[src/rtl/core_bus_pkg.sv]
// Shared encodings for the core-side memory bus bridges.
// Latency: n/a (types and constants only).
// Backpressure: n/a.
package core_bus_pkg;

    typedef enum logic [1:0] {
        IDLE = 2'd0,
        BUSY = 2'd1,
        RESP = 2'd2
    } state_t;

    localparam logic OWNER_I = 1'b0;
    localparam logic OWNER_D = 1'b1;

    localparam logic [31:0] ERR_DATA_DEFAULT = 32'hDEADBEEF;

endpackage

[src/rtl/bus_timeout_counter.sv]
// Counts enabled cycles and flags the LIMIT-th one; the count saturates there until cleared.
// Latency: expired_o is combinational on the LIMIT-th consecutive enabled cycle.
// Backpressure: none; clear_i has priority over enable_i.
module bus_timeout_counter #(
    parameter int unsigned LIMIT = 1024
) (
    input  logic clk,
    input  logic reset,
    input  logic enable_i,
    input  logic clear_i,
    output logic expired_o
);

    localparam int unsigned CW = $clog2(LIMIT + 1);

    logic [CW-1:0] cnt_q;

    assign expired_o = enable_i && (cnt_q == CW'(LIMIT - 1));

    always_ff @(posedge clk or posedge reset) begin
        if (reset) begin
            cnt_q <= '0;
        end else if (clear_i) begin
            cnt_q <= '0;
        end else if (enable_i && !expired_o) begin
            cnt_q <= cnt_q + CW'(1);
        end
    end

endmodule

[src/rtl/core_mem_arbiter.sv]
// Merges core fetch and data ports onto one memory bus, one transaction at a time.
// Latency: request cycle 0, strobe cycle 1, response cycle N>=1, ack cycle N+1.
// Backpressure: requests are levels held until ack; the loser simply waits in IDLE.
module core_mem_arbiter
    import core_bus_pkg::*;
#(
    parameter int unsigned ADDR_WIDTH     = 32,
    parameter int unsigned DATA_WIDTH     = 32,
    parameter int unsigned MAX_DATA_BURST = 4,
    parameter int unsigned TIMEOUT_CYCLES = 1024,
    parameter logic [DATA_WIDTH-1:0] ERR_DATA = DATA_WIDTH'(ERR_DATA_DEFAULT)
) (
    input  logic                  clk,
    input  logic                  reset,
    input  logic                  i_read,
    input  logic [ADDR_WIDTH-1:0] i_address,
    output logic [DATA_WIDTH-1:0] i_read_data,
    output logic                  i_ack,
    input  logic                  d_read,
    input  logic                  d_write,
    input  logic [ADDR_WIDTH-1:0] d_address,
    input  logic [DATA_WIDTH-1:0] d_write_data,
    output logic [DATA_WIDTH-1:0] d_read_data,
    output logic                  d_ack,
    output logic                  mem_read,
    output logic                  mem_write,
    output logic [ADDR_WIDTH-1:0] mem_address,
    output logic [DATA_WIDTH-1:0] mem_write_data,
    input  logic [DATA_WIDTH-1:0] mem_read_data,
    input  logic                  mem_response,
    output logic                  bus_error
);

    localparam logic [3:0] BURST_MAX = 4'(MAX_DATA_BURST);

    state_t                state_q;
    logic                  owner_q;
    logic [3:0]            burst_q;
    logic [ADDR_WIDTH-1:0] addr_q;
    logic [DATA_WIDTH-1:0] wdata_q;
    logic                  mem_read_q;
    logic                  mem_write_q;
    logic                  i_ack_q;
    logic                  d_ack_q;
    logic [DATA_WIDTH-1:0] i_rdata_q;
    logic [DATA_WIDTH-1:0] d_rdata_q;
    logic                  bus_err_q;

    logic                  d_req;
    logic                  grant_d;
    logic                  grant_i;
    logic                  expired;
    logic [DATA_WIDTH-1:0] resp_data_d;

    assign d_req   = d_read | d_write;
    // Fetch only pre-empts data once the data side has used up its burst allowance.
    assign grant_d = d_req && !(i_read && (burst_q == BURST_MAX));
    assign grant_i = i_read && !grant_d;

    always_comb begin
        resp_data_d = '0;
        if (mem_response) begin
            resp_data_d = mem_write_q ? '0 : mem_read_data;
        end else begin
            resp_data_d = ERR_DATA;
        end
    end

    bus_timeout_counter #(
        .LIMIT (TIMEOUT_CYCLES)
    ) u_timeout (
        .clk       (clk),
        .reset     (reset),
        .enable_i  (state_q == BUSY),
        .clear_i   (state_q != BUSY),
        .expired_o (expired)
    );

    always_ff @(posedge clk or posedge reset) begin
        if (reset) begin
            state_q     <= IDLE;
            owner_q     <= OWNER_I;
            burst_q     <= '0;
            addr_q      <= '0;
            wdata_q     <= '0;
            mem_read_q  <= 1'b0;
            mem_write_q <= 1'b0;
            i_ack_q     <= 1'b0;
            d_ack_q     <= 1'b0;
            i_rdata_q   <= '0;
            d_rdata_q   <= '0;
            bus_err_q   <= 1'b0;
        end else begin
            case (state_q)
                IDLE: begin
                    if (grant_d || grant_i) begin
                        owner_q     <= grant_d ? OWNER_D : OWNER_I;
                        addr_q      <= grant_d ? d_address : i_address;
                        wdata_q     <= grant_d ? d_write_data : '0;
                        mem_write_q <= grant_d && d_write;
                        mem_read_q  <= !(grant_d && d_write);
                        state_q     <= BUSY;
                        if (grant_i) begin
                            burst_q <= '0;
                        end else if (i_read && (burst_q != BURST_MAX)) begin
                            burst_q <= burst_q + 4'd1;
                        end
                    end
                end
                BUSY: begin
                    // A response in the expiry cycle still counts as a normal completion.
                    if (mem_response || expired) begin
                        mem_read_q  <= 1'b0;
                        mem_write_q <= 1'b0;
                        state_q     <= RESP;
                        if (!mem_response) begin
                            bus_err_q <= 1'b1;
                        end
                        if (owner_q == OWNER_D) begin
                            d_ack_q   <= 1'b1;
                            d_rdata_q <= resp_data_d;
                        end else begin
                            i_ack_q   <= 1'b1;
                            i_rdata_q <= resp_data_d;
                        end
                    end
                end
                RESP: begin
                    i_ack_q <= 1'b0;
                    d_ack_q <= 1'b0;
                    state_q <= IDLE;
                end
                default: begin
                    i_ack_q     <= 1'b0;
                    d_ack_q     <= 1'b0;
                    mem_read_q  <= 1'b0;
                    mem_write_q <= 1'b0;
                    state_q     <= IDLE;
                end
            endcase
        end
    end

    assign mem_read       = mem_read_q;
    assign mem_write      = mem_write_q;
    assign mem_address    = addr_q;
    assign mem_write_data = wdata_q;
    assign i_ack          = i_ack_q;
    assign d_ack          = d_ack_q;
    assign i_read_data    = i_rdata_q;
    assign d_read_data    = d_rdata_q;
    assign bus_error      = bus_err_q;

endmodule

[config.mk]
export PLATFORM = sky130hd
export DESIGN_NAME = core_mem_arbiter
export DESIGN_NICKNAME = d
export VERILOG_FILES = /design/src/rtl/core_bus_pkg.sv /design/src/rtl/bus_timeout_counter.sv /design/src/rtl/core_mem_arbiter.sv
export SDC_FILE = /design/constraint.sdc
export NUM_CORES = 1
export LEC_CHECK = 0
export ABC_AREA = 1
export CAP_MARGIN = 20
export CORE_ASPECT_RATIO = 1.1
export CORE_MARGIN = 5
export CORE_UTILIZATION = 37
export CTS_BUF_LIST = sky130_fd_sc_hd__clkbuf_2
export CTS_CLUSTER_DIAMETER = 40
export DETAILED_ROUTE_END_ITERATION = 12
export PLACE_DENSITY = 0.7
export SYNTH_ARGS = -nofsm -noshare
export SYNTH_HDL_FRONTEND = slang
export SYNTH_SLANG_ARGS = --single-unit
[constraint.sdc]
create_clock -name clk -period 11.77 [get_ports clk]
set_input_delay 3.531 -clock clk [delete_from_list [all_inputs] [get_ports clk]]
set_output_delay 3.531 -clock clk [all_outputs]
set_load 0.1 [all_outputs]
; ---- Word-level counts from Yosys, hierarchy flattened
; Cells that the tools add are included.
; Widths: inputs -> output; s select.
[classes]
addsub = 2
n_eq_ne = 10
muxes = 23
n_bitwise = 5
n_reduce_logical = 25
[ops]
columns = op, n
row1 = $mux 32, 4
row2 = $mux 11, 2
row3 = $reduce_and 3->1, 7
row4 = $add 11x1->11 const B, 1
row5 = $eq 11x10->1 const B, 1
row6 = $mux 1, 8
row7 = $mux 4, 2
row8 = $ne 2x2->1 const B, 4
row9 = $logic_and 1x1->1, 7
row10 = $pmux 1 s3, 2
row11 = $add 4x1->4 const B, 1
row12 = $eq 4x3->1 const B, 1
row13 = $logic_not 1->1, 4
row14 = $mux 2, 2
row15 = $ne 4x3->1 const B, 1
row16 = $not 1->1, 4
row17 = $pmux 1 s2, 2
row18 = $pmux 2 s2, 1
row19 = $reduce_and 2->1, 2
row20 = $reduce_bool 2->1, 2
row21 = $eq 2x1->1 const B, 1
row22 = $eq 2x2->1 const B, 1
row23 = $logic_not 2->1, 1
row24 = $logic_or 1x1->1, 2
row25 = 2 further kinds, 2
[totals]
ff_bits = 151
in_bits = 134
output_inout_bits = 133
elab_cells = 78

; ---- Longest topological paths before layout
; Gate-level depths: netlist (run 1).
[logic_depth]
depth_word = 9
mapped_depth = 9
mapped_depth_nobuf = 8

; ---- By module
; From an unflattened synthesis (run 1), not the netlist that was laid out.
[hier_totals]
hier_cells = 925
hier_area_um2 = 6993.0
[by_module_without_submodules]
columns = module, n_inst, cells_each, area_per_inst_um2
row1 = core_mem_arbiter, 1, 832, 6308.6
row2 = bus_timeout_counter, 1, 93, 684.4

; ---- Worst setup path before layout (run 1)
; Ideal clock, no wire load.
[synth_timing]
kind = input -> register
start = input mem_response
end = register d_rdata_q[10], in the netlist d_read_data[10]
arrival_time_ns = 4.359
required_ns = 11.648
slack_ns = 7.288
path_stages = 7
path_cell_list = clkbuf_1 inv_1 nand3_4 nand2_2 buf_2 nand2_1 nand2_1
[synth_via]
elab_chain_cells = 2
elab_cells_between_ends = 3
cone_classes = 1 x mux / 2 x reduce/logical
[synth_lines]
columns = element, line
row1 = from (decl), core_mem_arbiter.sv:30  ; input logic mem_response,
row2 = $logic_or 1x1->1, core_mem_arbiter.sv:112  ; if (mem_response || expired) begin
row3 = $reduce_and 3->1 (no line), -
row4 = to (signal assigned), core_mem_arbiter.sv:121  ; d_rdata_q <= resp_data_d;
row5 = to (decl), core_mem_arbiter.sv:46  ; logic [DATA_WIDTH-1:0] d_rdata_q;
; Parallel ways exist; a longest one is shown, timed or not.
; A chain may end at the register's enable or synchronous reset.

; ---- Worst setup path after layout (run 1)
[layout_timing]
start = register addr_q[25], in the netlist mem_address[25]
end = output mem_address[25]
[layout_rtl]
columns = element, line
row1 = from (decl), core_mem_arbiter.sv:39  ; logic [ADDR_WIDTH-1:0] addr_q;
row2 = from (signal assigned), core_mem_arbiter.sv:98  ; addr_q <= grant_d ? d_address : i_address;
row3 = to (decl), core_mem_arbiter.sv:27  ; output logic [ADDR_WIDTH-1:0] mem_address,
; No word-level cell between the ends.

==> impl_metrics.yaml, run 1 <==
timing:
  worstMarginPinSlew_ns: 1.074
  holdWs_ns: 0.5038
  fin_skew_ns: 0.03938
  rsz0062_at_grt: "false"
  fmax_mhz: 170.8
  final-max-slew-violation-count: 0
  setup_violations: 0
  max_slew_margin_pct: 28.18
  finalHoldViolCount: 0
  fin_tns_setup_ns: 0
  finalCriticalPeriod_ns: 5.856
  fin_crit_sh_pct: 49.76
synthesis:
  synth_compound_area_share_pct: 6.112
  synthArstFlopShare_pct: 100.0
  synthAdderAreaFrac_pct: 0.5557
  synth_nets: 944
  synth_top_family_by_area: "simple AND/OR/NAND/NOR gates"
  synth_area_sq_mm: 0.006755
  synth_xor_area_share_pct: 0.3890
  ys_seq_area_share_pct: 55.94
  ys.flop_type: "dfrtp_1"
  synth_cells: 807
  synth.area.mux_share_pct: 0
  ys_warn_count: 0
  synth_cell_types: 30
  synth-seq-cells: 151
  synth_edf_count: 0
  synth.avg_cell_area_sq_um: 8.371
  synth-simple-area-share_pct: 31.58
cells_and_area:
  num-nets-final: 1187
  final_cells: 1302
  final_layout_size_suffix_gt1_share_pct: 6.303
  n_fill_cell: 1658
  fin_area_sq_mm: 0.009769
  syn2layout_area_growth_pct: 44.62
hold_path:
  hold_start: "d_read_data[13]$_DFFE_PP0P_"
  hold_path_class: "flop to flop"
global_routing:
  grt_pass1_vias: 6173
  overflow: 0
  antenna_found_initial: 1
  track_usage_pct: 19.77
  grt_pass1_wl_um: 33240
  grt_max_degree: 82
placement:
  io_buffers: 266
  place_hpwl_um: 14740
  place_area_sq_mm: 0.009495
  gp_congestion: 0.7537
  numPlacedInstances: 1268
die:
  die-width_um: 138.8
  io-pin-count: 267
  die_h_um: 151.7
  rows: 51
  core-area_sq_mm: 0.01780
  initial_core_util_pct: 37.94
  die-area_sq_mm: 0.02106
clock_network:
  cts-root-buf: "clkbuf_2"
  cts_max_path_buffers: 2
  path_clk_slew_ns: 0.24
  cts_max_level: 4
  cts_buffers: 17
  hold_buffers: 0
  cts_sinks: 151
  cts_tree: "done"
  postCtsSetupRepairBufs: 0
  clock_latency_ns: 0.74
  cts_resized: 0
critical_path:
  critPathMaxFanout: 2
  cp.required_ns: 8.24
  critPathLaunch: "mem_address[25]$_DFFE_PP0P_"
  cp.arrival_ns: 2.33
  path_class: "flop to output port"
  r2r_start: "u_timeout.cnt_q[0]$_DFFE_PP0P_"
  startpoint_type: "flop"
  path_cells: "clkdlybuf4s50_1"
  cp_top_family: "buffers and inverters"
  crit_path_end_kind: "output port"
  slowest_stage: "clkdlybuf4s50_1"
  critical_path_buf_inv_count: 1
  cp_slowest_stage_delay_ns: 1.16
drt:
  via_per_inst: 4.837
  drtIter0Drc: 316
  wl_per_cell_um: 16.34
  drc: 0
  drtAntennaViolNets: 0
  postRouteWirelength_um: 21280
  dr.pass1.iters: 5
  vias: 6298
status:
  status: "finished, final reports clean"
run:
  cap_violations: 0
==> Yosys cell counts (2+ instances only) <==
| master | count | share of area (%) |
|---|---|---|
| inv_2 | 4 | 0.22 |
| buf_8 | 2 | 0.44 |
| a21oi_1 | 69 | 5.1 |
| buf_2 | 29 | 2.1 |
| nand2_2 | 3 | 0.28 |
| nand2_1 | 314 | 17 |
| clkbuf_1 | 8 | 0.44 |
| buf_1 | 3 | 0.17 |
| nand3_4 | 2 | 0.52 |
| o21ai_0 | 9 | 0.67 |
| nand3_2 | 10 | 1.5 |
| xor2_1 | 2 | 0.26 |
| buf_4 | 4 | 0.44 |
| ha_1 | 3 | 0.56 |
| dfrtp_1 | 151 | 56 |
| nor2_4 | 4 | 0.67 |
| or2_2 | 2 | 0.19 |
| inv_1 | 25 | 1.4 |
| nand3_1 | 97 | 7.2 |
| nand4_1 | 2 | 0.19 |
| nor2_1 | 55 | 3.1 |
==> routing by layer <==
metal  up-vias  wire (um)  share of wire, %  track usage, %
met5         -          0                 0               0
met4         0        151              0.71           5.382
met3        13       2445                11           8.977
met2       257      10120                48           32.65
met1      2959       8558                40           23.59
li1       3069          -                 -               -
==> tightest hold or removal path, stage by stage (launching register included) <==
cell	delay (ns)
dfrtp_1	0.40
nand2_1	0.05
nand2_1	0.05
==> kinds of logic (layout without fill, tap and decap cells) <==
family,count (synthesis),count (layout)
simple gates,493,493
buf+inv,76,332
xor+xnor,3,3
compound gates,81,81
flops,151,151
other cells,0,1
fa+ha+maj,3,3
==> placed cells by master, fill, tap and decap left out, types with 2 or more instances in the layout <==
| cell | synthesis | routed |
|---|---|---|
| nand2_1 | 314 | 313 |
| clkdlybuf4s50_1 | 0 | 266 |
| dfrtp_1 | 151 | 151 |
| nand3_1 | 97 | 97 |
| a21oi_1 | 69 | 69 |
| nor2_1 | 55 | 55 |
| inv_1 | 25 | 23 |
| clkbuf_2 | 0 | 17 |
| nand3_2 | 10 | 10 |
| o21ai_0 | 9 | 9 |
| inv_6 | 0 | 7 |
| inv_2 | 4 | 5 |
| nor2_4 | 4 | 4 |
| nand2_2 | 3 | 4 |
| buf_4 | 4 | 4 |
| ha_1 | 3 | 3 |
| nand4_1 | 2 | 2 |
| nand3_4 | 2 | 2 |
| xor2_1 | 2 | 2 |
| or2_2 | 2 | 2 |
| clkinv_2 | 0 | 2 |
| bufinv_16 | 0 | 2 |
| clkinvlp_4 | 0 | 2 |
| clkinv_4 | 0 | 2 |
==> worst paths after layout <==
check                                                   end  slack (ns)  cells past startpoint
worst max-delay path                        mem_address[25]        5.91                      1
worst min-delay path            d_read_data[13]$_DFFE_PP0P_        0.50                      2
worst max register to register  d_read_data[25]$_DFFE_PP0P_        8.90                      8
worst min register to register  d_read_data[13]$_DFFE_PP0P_        0.50                      2
max in group asynchronous       d_read_data[26]$_DFFE_PP0P_        7.06                      3
min in group asynchronous        i_read_data[6]$_DFFE_PP0P_        3.26                      2
==> state kept, by name, indices dropped and copies added (netlist names), 2 cells and up <==
| signal | cells |
|---|---|
| state_q | 2 |
| i_read_data | 32 |
| mem_address | 32 |
| burst_q | 4 |
| d_read_data | 32 |
| u_timeout.cnt_q | 11 |
| mem_write_data | 32 |
==> stage by stage <==
step	worst slack (ns)	utilization, %
after floorplan	4.174	-
after global placement	5.689	53.33
after detailed placement	5.642	53.33
after CTS	5.812	54.75
after global routing	5.765	54.87
final	5.914	54.87
==> area by class of cell <==
cell class	count	area, sq um	area share [%]
inverter	29	113.9	1.165
tap	238	297.8	3.048
multi-input combinational	580	2613	26.74
timing repair buffer	271	2713	27.77
clock inverter	15	166.4	1.703
antenna	1	2.502	0.02561
sequential	151	3779	38.68
clock buffer	17	85.08	0.8709
Power of run 1 is not shown: default switching activity piles up to over one toggle a cycle in this logic, so the estimate is an artifact.
==> run 2: changes to the inputs <==
Clock period 11.77 ns to 5.6 ns, I/O delays scaled along.
==> run 2 against run 1 <==
Die area unchanged; critical path depth unchanged; flip-flop and latch count unchanged.
==> impl_metrics.yaml, run 2 (same netlist as run 1, synthesis figures left out) <==
timing:
  finalHoldViolCount: 0
  rsz0062_at_grt: "false"
  fin_tns_setup_ns: 0
  final-max-slew-violation-count: 0
  holdWs_ns: 0.5020
  fin_crit_sh_pct: 71.87
  layout_setup_ws_ns: 1.575
  max_slew_margin_pct: 24.35
  fin_skew_ns: 0.04075
  worstMarginPinSlew_ns: 1.131
  fmax_mhz: 248.5
  setup_violations: 0
  finalCriticalPeriod_ns: 4.025
cells_and_area:
  multi_input_area_sq_mm: 0.002613
  final_cell_mix: "nand2_1, clkdlybuf4s50_1, dfrtp_1"
  seq_area_sq_mm: 0.003779
  final_layout_size_suffix_gt1_share_pct: 6.479
  final_common_cell: "nand2_1"
  num-nets-final: 1189
  finish.utilization_pct: 54.89
  n_fill_cell: 1638
  syn2layout_area_growth_pct: 44.67
die:
  initial_core_util_pct: 37.94
  die-width_um: 138.8
  die_h_um: 151.7
  io-pin-count: 267
  die-area_sq_mm: 0.02106
  rows: 51
  core-area_sq_mm: 0.01780
drt:
  drc: 0
  via_per_inst: 4.839
  wl_per_cell_um: 16.39
  drtAntennaViolNets: 0
  postRouteWirelength_um: 21370
  drtIter0Drc: 431
  dr.pass1.iters: 5
  vias: 6310
critical_path:
  crit_path_end_kind: "output port"
  reg2reg_depth: 6
  slowest_stage: "clkdlybuf4s50_1"
  r2r_start: "state_q[1]$_DFFE_PP0P_"
  startpoint_type: "flop"
  rrSetupSlack_ns: 2.99
  path_class: "flop to output port"
  critical_path_buf_inv_count: 1
  cp_slowest_stage_delay_ns: 1.24
  cp.required_ns: 3.92
  cp_top_family: "buffers and inverters"
  r2r_end: "i_read_data[23]$_DFFE_PP0P_"
  critPathMaxFanout: 2
  cp.arrival_ns: 2.34
  path_cells: "clkdlybuf4s50_1"
placement:
  place_hpwl_um: 14800
  gp_congestion: 0.8402
  io_buffers: 266
  dp_slack_ns: 1.689
clock_network:
  cts_resized: 0
  cts_buffers: 17
  cts_sinks: 151
  cts_max_path_buffers: 2
  clock_latency_ns: 0.71
  cts_tree: "done"
  hold_buffers: 0
  path_clk_slew_ns: 0.22
  cts-root-buf: "clkbuf_2"
  cts_max_level: 4
  postCtsSetupRepairBufs: 0
global_routing:
  grt_pass1_wl_um: 33870
  grt_pass1_vias: 6377
  antenna_found_initial: 2
  grt_max_degree: 150
  overflow: 0
  track_usage_pct: 20.14
hold_path:
  hold_path_class: "flop to flop"
  hold_depth: 2
  min_to: "d_read_data[31]$_DFFE_PP0P_"
  hold_start: "d_read_data[31]$_DFFE_PP0P_"
run:
  cap_violations: 0
status:
  status: "finished, final reports clean"
==> run 2: cell count changes in the layout (fill, tap and decap cells not counted), sizes merged <==
cell | before | now
buf | 5 | 7
clkinvlp | 2 | 4
inv | 36 | 34
bufinv | 2 | 1
clkinv | 4 | 5
==> run 2: per-layer routing <==
layer	up-vias	GRT usage (%)	routed length, um
met4	2	5.039	207
met1	2957	25.59	9178
met3	17	8.600	2305
met2	255	32.05	9663
li1	3079	-	-
met5	-	0	13
==> run 2: worst max path at each step <==
stage | endpoint | slack [ns] | startpoint | depth (start not counted)
3_5_place_dp | i_read_data[20]$_DFFE_PP0P_ | 1.69 | mem_response | 7
5_1_grt | mem_read | 1.43 | mem_read$_DFFE_PP0P_ | 1
2_1_floorplan | burst_q[0]$_DFFE_PP0P_ | 2.02 | reset | 1
6_report | mem_write_data[17] | 1.58 | mem_write_data[17]$_DFFE_PP0P_ | 1
4_1_cts | mem_write_data[17] | 1.44 | mem_write_data[17]$_DFFE_PP0P_ | 1
3_3_place_gp | d_read_data[7]$_DFFE_PP0P_ | 1.75 | mem_response | 7
==> run 2: stage by stage <==
| stage | std cells | area, sq um |
|---|---|---|
| CTS | 1303 | 9771 |
| detailed placement | 1271 | 9542 |
| global route | 1304 | 9773 |
| finish | 1304 | 9773 |
| floorplan | 807 | 6759 |
| global placement | 1270 | 9522 |
==> run 2: area by class of cell <==
class,instances,share of cell area [%]
Timing Repair Buffer,273,28.04
Inverter,29,1.152
Clock buffer,17,0.8706
Multi-Input combinational cell,580,26.73
Antenna cell,1,0.02560
Sequential cell,151,38.66
Tap cell,238,3.047
Clock inverter,15,1.472
Power of run 2 is left out for the same reason.
==> run 3: changes to the inputs <==
Clock period 5.6 ns to 3.8 ns, I/O delays scaled along.
==> run 3 against run 2 <==
Critical path depth is the same; worst hold slack worse by 0.0011 ns; global-route usage up 0.13 points; cell count up 0.54%; core utilization shrank 1.6 points; critical endpoint is now mem_write; final area decreased by 2.9%; worst setup slack got worse by 0.38 ns; non-clock buffer count rose by 7; sequential share of layout area up 1.1 points; count of clock-buffer cells in the layout grew 3; first-iteration DRC count is 20% lower; via count increased by 0.13%.
==> impl_metrics.yaml, run 3 (same netlist as run 1, synthesis figures left out) <==
status:
  status: "finished, final reports clean"
drt:
  postRouteWirelength_um: 21640
  dr.pass1.iters: 5
  drtIter0Drc: 345
  drc: 0
  drtAntennaViolNets: 0
  vias: 6318
  wl_per_cell_um: 16.51
  via_per_inst: 4.819
clock_network:
  cts_max_level: 4
  path_clk_slew_ns: 0.23
  postCtsSetupRepairBufs: 0
  cts_resized: 0
  hold_buffers: 0
  cts_tree: "done"
  cts_buffers: 17
  cts_sinks: 151
  clock_latency_ns: 0.71
  cts_max_path_buffers: 2
  cts-root-buf: "clkbuf_2"
global_routing:
  grt_pass1_vias: 6433
  track_usage_pct: 20.27
  overflow: 0
  antenna_found_initial: 0
  grt_max_degree: 68
  grt_pass1_wl_um: 33890
placement:
  place_hpwl_um: 15430
  io_buffers: 266
  gp_congestion: 0.8041
critical_path:
  path_class: "flop to output port"
  cp_slowest_stage_delay_ns: 0.45
  critPathMaxFanout: 3
  path_cells: "buf_4"
  critical_path_buf_inv_count: 1
  cp_top_family: "flip-flops"
  slowest_stage: "dfrtp_1"
  cp.required_ns: 2.66
  startpoint_type: "flop"
  crit_path_end_kind: "output port"
  cp.arrival_ns: 1.47
timing:
  setup_violations: 0
  fin_crit_sh_pct: 68.57
  final-max-slew-violation-count: 0
  finalCriticalPeriod_ns: 2.605
  fmax_mhz: 383.8
  fin_skew_ns: 0.03993
  fin_tns_setup_ns: 0
  rsz0062_at_grt: "false"
  worstMarginPinSlew_ns: 0.7137
  finalHoldViolCount: 0
  max_slew_margin_pct: 52.32
cells_and_area:
  final_cell_mix: "nand2_1, dfrtp_1, buf_4"
  final_common_cell: "nand2_1"
  final_layout_size_suffix_gt1_share_pct: 19.22
  syn2layout_area_growth_pct: 40.51
  n_fill_cell: 1718
  num-nets-final: 1196
die:
  die-width_um: 138.8
  die_h_um: 151.7
  die-area_sq_mm: 0.02106
  rows: 51
  io-pin-count: 267
  core-area_sq_mm: 0.01780
  initial_core_util_pct: 37.94
run:
  cap_violations: 0
hold_path:
  hold_path_class: "flop to flop"
==> run 3: cell count changes in the layout (fill, tap and decap cells not counted), sizes merged <==
cell           change
buf              +140
clkbuf             +3
inv                -4
clkinvlp           +1
clkdlybuf4s50    -133
==> run 3: path summary, 6_finish.rpt <==
kind                                            start                        endpoint  slack [ns]  cells past startpoint
max reg2reg                    state_q[1]$_DFFE_PP0P_     d_read_data[28]$_DFFE_PP0P_        1.53                      7
max in group asynchronous                       reset      mem_address[9]$_DFFE_PP0P_        2.26                      3
max                             mem_write$_DFFE_PP0P_                       mem_write        1.19                      1
min reg2reg                d_read_data[7]$_DFFE_PP0P_      d_read_data[7]$_DFFE_PP0P_        0.50                      2
min                        d_read_data[7]$_DFFE_PP0P_      d_read_data[7]$_DFFE_PP0P_        0.50                      2
min in group asynchronous                       reset  mem_write_data[29]$_DFFE_PP0P_        0.85                      2
==> run 3: through the flow <==
step | hold WS [ns] | worst slack (ns) | cells | instance area (sq um) | util [%]
2_1_floorplan | 0.4787 | 0.7570 | 807 | 6759 | -
3_3_place_gp | 0.4542 | 0.9326 | 1278 | 9286 | 52.16
3_5_place_dp | 0.4607 | 0.9088 | 1278 | 9286 | 52.16
4_1_cts | 0.5026 | 1.106 | 1310 | 9489 | 53.30
5_1_grt | 0.5221 | 1.043 | 1310 | 9489 | 53.30
6_report | 0.5010 | 1.195 | 1311 | 9492 | 53.31
==> run 3: cell type report <==
type | count | area [sq um] | area share (%)
antenna | 1 | 2.502 | 0.02636
clock buffer | 20 | 100.1 | 1.055
clock inverter | 12 | 102.6 | 1.081
inverter | 29 | 112.6 | 1.186
multi-input combinational | 580 | 2613 | 27.52
sequential | 151 | 3779 | 39.81
tap | 238 | 297.8 | 3.137
timing repair buffer | 280 | 2485 | 26.18
==> run 3: layer usage <==
metal / track usage, % / vias to the layer above / share of wire, %
li1: - / 3084 / -
met1: 24.06 / 2965 / 40
met2: 33.94 / 254 / 48
met3: 9.448 / 15 / 11
met4: 4.550 / 0 / 1.0
met5: 0 / - / 0
Power of run 3 is left out for the same reason.
